## config.mk

```make
export PLATFORM = sky130hd
export DESIGN_NAME = miss_arbiter
export DESIGN_NICKNAME = d
export VERILOG_FILES = /design/src/rtl/miss_arbiter.sv
export SDC_FILE = /design/constraint.sdc
export NUM_CORES = 1
export LEC_CHECK = 0
export CAP_MARGIN = 5
export CORE_AREA = 10 10 258 260
export CTS_CLUSTER_SIZE = 10
export DETAILED_ROUTE_END_ITERATION = 6
export DIE_AREA = 0 0 268 270
export PLACE_DENSITY_LB_ADDON = 0.08
export SLEW_MARGIN = 20
export SYNTH_ARGS = -nofsm -noshare
export SYNTH_HDL_FRONTEND = slang
export SYNTH_SLANG_ARGS = --single-unit
```

## constraint.sdc

```tcl
create_clock -name clk -period 1.5 [get_ports clk]
set_input_delay 0.225 -clock clk [delete_from_list [all_inputs] [get_ports clk]]
set_output_delay 0.225 -clock clk [all_outputs]
set_load 0.1 [all_outputs]
```

## src/rtl/miss_arbiter.sv

```systemverilog
// Shared miss-service controller: round-robin grant across cache channels,
// one memory transaction at a time with fixed latency, one-cycle done pulse.
module miss_arbiter #(
    parameter int NUM_CH  = 2,
    parameter int ADDR_W  = 9,
    parameter int LINE_W  = 128,
    parameter int MEM_LAT = 3
) (
    input  logic                     clk,
    input  logic                     reset,
    input  logic [NUM_CH-1:0]        miss_valid,
    input  logic [NUM_CH-1:0]        miss_we,
    input  logic [NUM_CH*ADDR_W-1:0] miss_addr,
    input  logic [NUM_CH*LINE_W-1:0] miss_wline,
    output logic [NUM_CH-1:0]        done,
    output logic [LINE_W-1:0]        fill_line,
    output logic [ADDR_W-1:0]        fill_tag,
    output logic                     mem_en,
    output logic                     mem_we,
    output logic [ADDR_W-1:0]        mem_addr,
    output logic [LINE_W-1:0]        mem_wdata,
    input  logic [LINE_W-1:0]        mem_rdata,
    output logic                     busy
);
    localparam int IDX_W = (NUM_CH > 1) ? $clog2(NUM_CH) : 1;
    localparam int CNT_W = (MEM_LAT > 1) ? $clog2(MEM_LAT) : 1;
    localparam logic [IDX_W-1:0] LAST_CH  = IDX_W'(NUM_CH - 1);
    localparam logic [CNT_W-1:0] CNT_INIT = CNT_W'(MEM_LAT - 1);

    typedef enum logic [1:0] {IDLE, ISSUE, WAIT, RESP} state_t;

    state_t           state_reg;
    logic [IDX_W-1:0] rr_ptr_reg;
    logic [IDX_W-1:0] winner_reg;
    logic [CNT_W-1:0] counter_reg;

    logic [ADDR_W-1:0] ch_addr  [NUM_CH];
    logic [LINE_W-1:0] ch_wline [NUM_CH];

    genvar gi;
    generate
        for (gi = 0; gi < NUM_CH; gi++) begin : g_unpack
            assign ch_addr[gi]  = miss_addr[gi*ADDR_W +: ADDR_W];
            assign ch_wline[gi] = miss_wline[gi*LINE_W +: LINE_W];
        end
    endgenerate

    // Scan from the farthest offset down so the channel nearest after rr_ptr wins.
    logic [IDX_W-1:0] grant_next;
    logic             grant_any;
    logic [IDX_W-1:0] scan_idx;

    always_comb begin
        grant_next = rr_ptr_reg;
        grant_any  = 1'b0;
        scan_idx   = '0;
        for (int off = NUM_CH; off >= 1; off--) begin
            scan_idx = IDX_W'((int'(rr_ptr_reg) + off) % NUM_CH);
            if (miss_valid[scan_idx]) begin
                grant_next = scan_idx;
                grant_any  = 1'b1;
            end
        end
    end

    // mem_addr/mem_we/mem_wdata double as the latched copy of the granted request.
    always_ff @(posedge clk) begin
        if (reset) begin
            state_reg   <= IDLE;
            rr_ptr_reg  <= LAST_CH;
            winner_reg  <= '0;
            counter_reg <= '0;
            done        <= '0;
            mem_en      <= 1'b0;
            mem_we      <= 1'b0;
            mem_addr    <= '0;
            mem_wdata   <= '0;
            fill_line   <= '0;
            fill_tag    <= '0;
        end else begin
            done   <= '0;
            mem_en <= 1'b0;
            case (state_reg)
                IDLE: begin
                    if (grant_any) begin
                        winner_reg <= grant_next;
                        rr_ptr_reg <= grant_next;
                        mem_we     <= miss_we[grant_next];
                        mem_addr   <= ch_addr[grant_next];
                        mem_wdata  <= ch_wline[grant_next];
                        mem_en     <= 1'b1;
                        state_reg  <= ISSUE;
                    end
                end
                ISSUE: begin
                    counter_reg <= CNT_INIT;
                    state_reg   <= WAIT;
                end
                WAIT: begin
                    if (counter_reg == '0) begin
                        if (!mem_we) begin
                            fill_line <= mem_rdata;
                        end
                        fill_tag          <= mem_addr;
                        done[winner_reg]  <= 1'b1;
                        state_reg         <= RESP;
                    end else begin
                        counter_reg <= counter_reg - CNT_W'(1);
                    end
                end
                RESP: begin
                    state_reg <= IDLE;
                end
                default: begin
                    state_reg <= IDLE;
                end
            endcase
        end
    end

    assign busy = (state_reg != IDLE);

endmodule

```

==> impl_metrics.py <==
metrics = {
    "outcome": {
        "status": "finished, violations left",
        "violations": "setup timing",
    },
    "die": {
        "rows": 91,
        "coreArea_mm2": 0.0613,
        "start_util_pct": 21.0,
        "dieHeight_um": 270,
        "die_x_um": 268,
        "die_area_mm2": 0.0724,
        "pin_count": 687,
    },
    "clock_tree": {
        "root_buffer": "clkbuf_16",
        "cts_num_sinks": 284,
        "cts_buffers": 37,
        "clk_latency_ns": 0.55,
        "clk_pin_slew_ns": 0.06,
        "cts_tree": "done",
        "cts_buffer_depth": 3,
        "htreeDepth": 2,
    },
    "critical_path": {
        "worstSetupPathType": "flip-flop to flip-flop",
        "r2r-end": "mem_wdata[40]",
        "cp-startpoint": "state_reg[1]",
        "worstPathMaxFanout": 5,
        "crit_required_ns": 1.96,
        "reg2regPathDepth": 9,
        "crit_path_end_kind": "flip-flop",
        "reg2reg_from": "state_reg[1]",
        "start_kind": "flip-flop",
        "r2r_slack_ns": -0.21,
        "cp.arrival_ns": 2.17,
    },
    "final_layout": {
        "fin_cells": 3052,
        "final_common_cell": "clkdlybuf4s50_1",
        "fin_nets": 2645,
        "final_area_mm2": 0.0284,
        "fin_util_pct": 46.4,
        "reg_top3": "fill_line: 128 flops, mem_wdata: 128 flops",
        "final_cell_mix": "clkdlybuf4s50_1, buf_12, dfxtp_1",
        "drive_gt1_share_pct": 44.5,
        "area_delta_synth_final_pct": 121,
        "nFillCells": 5669,
    },
    "timing": {
        "finalCritPeriodShare_pct": 114,
        "finalCriticalPeriod_ns": 1.71,
        "worst_clock_skew_ns": 0.0137,
        "slew_headroom_pct": 64.2,
        "worst_pin_slew_ns": 0.537,
        "rsz0062_at_grt": "yes",
        "hold_viol_final": 0,
        "slew_viol_final": 0,
        "setup_ws_ns": -0.209,
        "fmax_ghz": 0.585,
        "setup_viol": 259,
    },
    "synth": {
        "syn_inst": 1443,
        "syn_avg_cell_area_um2": 8.93,
        "synth_edf_count": 0,
        "synth_top_area_share_pct": 44.1,
        "synth-async-reset-ratio_pct": 0,
        "synth-seq-cells": 284,
        "synth.area.top_cells": "dfxtp_1, a311oi_2, nand2_1, nand3_2, a21oi_1",
        "yosysUniqueCellTypes": 32,
        "synth_flop_cell": "dfxtp_1",
        "synth_seq_area_share_pct": 44.1,
        "syn-cell-area_mm2": 0.0129,
        "synth_area_leader_cell": "dfxtp_1",
        "yosysWarnings": 0,
        "syn_nets": 1856,
    },
    "drt": {
        "first_iter_violations": 604,
        "ant_nets": 0,
        "via_count": 14000,
        "drt-wirelength-per-cell_um": 24.1,
        "drcViolationCount": 0,
        "finalWirelength_um": 73700,
        "first_pass_iters": 5,
        "via_per_inst": 4.59,
    },
    "global_routing": {
        "grt_max_degree": 55,
        "grt_pass1_wl_um": 103000,
        "antenna_found_initial": 14,
        "grtUsageTotal_pct": 19.1,
        "grt_remaining_overflow": 0,
        "grt_pass1_vias": 14600,
    },
    "min_path": {
        "worstHoldStart": "mem_rdata[15]",
        "hold_depth": 3,
        "hold_path_class": "input pin to flip-flop",
        "holdPathEnd": "fill_line[15]",
    },
    "placed_design": {
        "gp_congestion": 0.796,
        "io_buffer_count": 686,
        "dp_hpwl_um": 54000,
        "dpl_cell_area_mm2": 0.0241,
        "dp_slack_ns": -0.544,
        "dpl.cell_count": 2893,
    },
    "power_and_ir_drop": {
        "p_per_area_mw_per_mm2": 2220,
        "p_sw_mw": 30.9,
        "internal-power_mw": 32.2,
        "switching_share_pct": 49.0,
        "pwr-share-comb_pct": 67.0,
        "power_mw": 63.2,
        "leakagePower_nw": 10.5,
        "p_clk_share_pct": 13.7,
        "ir_drop_mv": 1.46,
        "seqPwrFrac_pct": 19.3,
    },
    "run": {
        "max_cap_violations": 0,
    },
}
critical path, stage by stage, from the launching register on:
cell,delay [ns]
dfxtp_2,0.33
inv_2,0.05
ha_4,0.16
buf_6,0.11
o21a_4,0.13
clkbuf_16,0.18
clkbuf_16,0.17
clkbuf_16,0.15
buf_6,0.11
a311oi_2,0.23
metrics by stage:
step                      setup TNS (ns)  hold slack, ns
after CTS                         -28.97           0.180
after global placement            -62.84           0.449
after global routing              -40.22           0.206
final                             -20.46           0.215
after detailed placement          -64.27           0.466
after floorplan                   -0.655           0.361
area by class of cell:
cell class                 instances  area [µm²]  area share, %
timing repair buffer             904       13200           46.3
multi-input combinational       1000        7400           26.0
sequential                       284        5700           20.0
clock buffer                      56        1070           3.75
tap                              790         988           3.48
clock inverter                     6        81.3          0.286
inverter                           5        21.3         0.0748
antenna                            7        17.5         0.0616
cell usage after synthesis, types with 3 or more instances:
cell	n
a21oi_1	139
o21ai_0	136
ha_1	5
nand3_2	100
buf_1	3
nor2_1	143
o21ai_1	3
buf_4	6
a211oi_1	3
clkbuf_1	36
inv_1	5
nand2_1	278
a311oi_1	38
buf_2	73
clkbuf_2	12
buf_6	13
nand3_1	39
buf_12	11
dfxtp_1	284
a311oi_2	100
logic make-up (layout without fill, tap and decap cells):
group / after synthesis / count (layout) / share of synthesized area [%]
AOI/OAI and AO/OA: 422 / 422 / 25.4
adders and majority gates: 5 / 5 / 0.485
buffers and inverters: 159 / 971 / 7.78
DFF: 284 / 284 / 44.1
muxes: 1 / 1 / 0.0777
other: 0 / 7 / 0
and+or+nand+nor: 572 / 572 / 22.2
metal layers:
metal	track usage, %	wire length (µm)	vias up
li1	-	-	6693
met2	34.9	39000	450
met4	4.94	1320	12
met5	0	83	-
met3	7.51	6650	70
met1	19.8	26600	6779
repair_timing:
item                       4_1_cts  5_1_grt
hold endpoints to repair         1        0
buffers inserted                45       12
gates resized for setup        211      245
cloned                          28       18
pin swaps                      121      126
hold buffers                     1        0
setup endpoints to repair      188      282
how the worst max path moves through the flow:
stage	slack, ns	cells after the start	to
2_1_floorplan	-0.009	8	mem_wdata[100]
3_3_place_gp	-0.51	7	mem_wdata[13]
3_5_place_dp	-0.54	7	mem_wdata[61]
4_1_cts	-0.21	5	busy
5_1_grt	-0.24	11	fill_line[94]
6_report	-0.21	9	mem_wdata[40]
power groups by stage:
stage	Sequential [mW]	Combinational [mW]	Clock (mW)
after floorplan	24.8	7.98	0
after global placement	12.0	35.6	0
after detailed placement	12.0	35.7	0
after CTS	12.0	40.3	9.03
after global routing	12.4	44.0	9.24
final	12.2	42.3	8.68
Note: power is estimated with default switching activity, not from simulation.
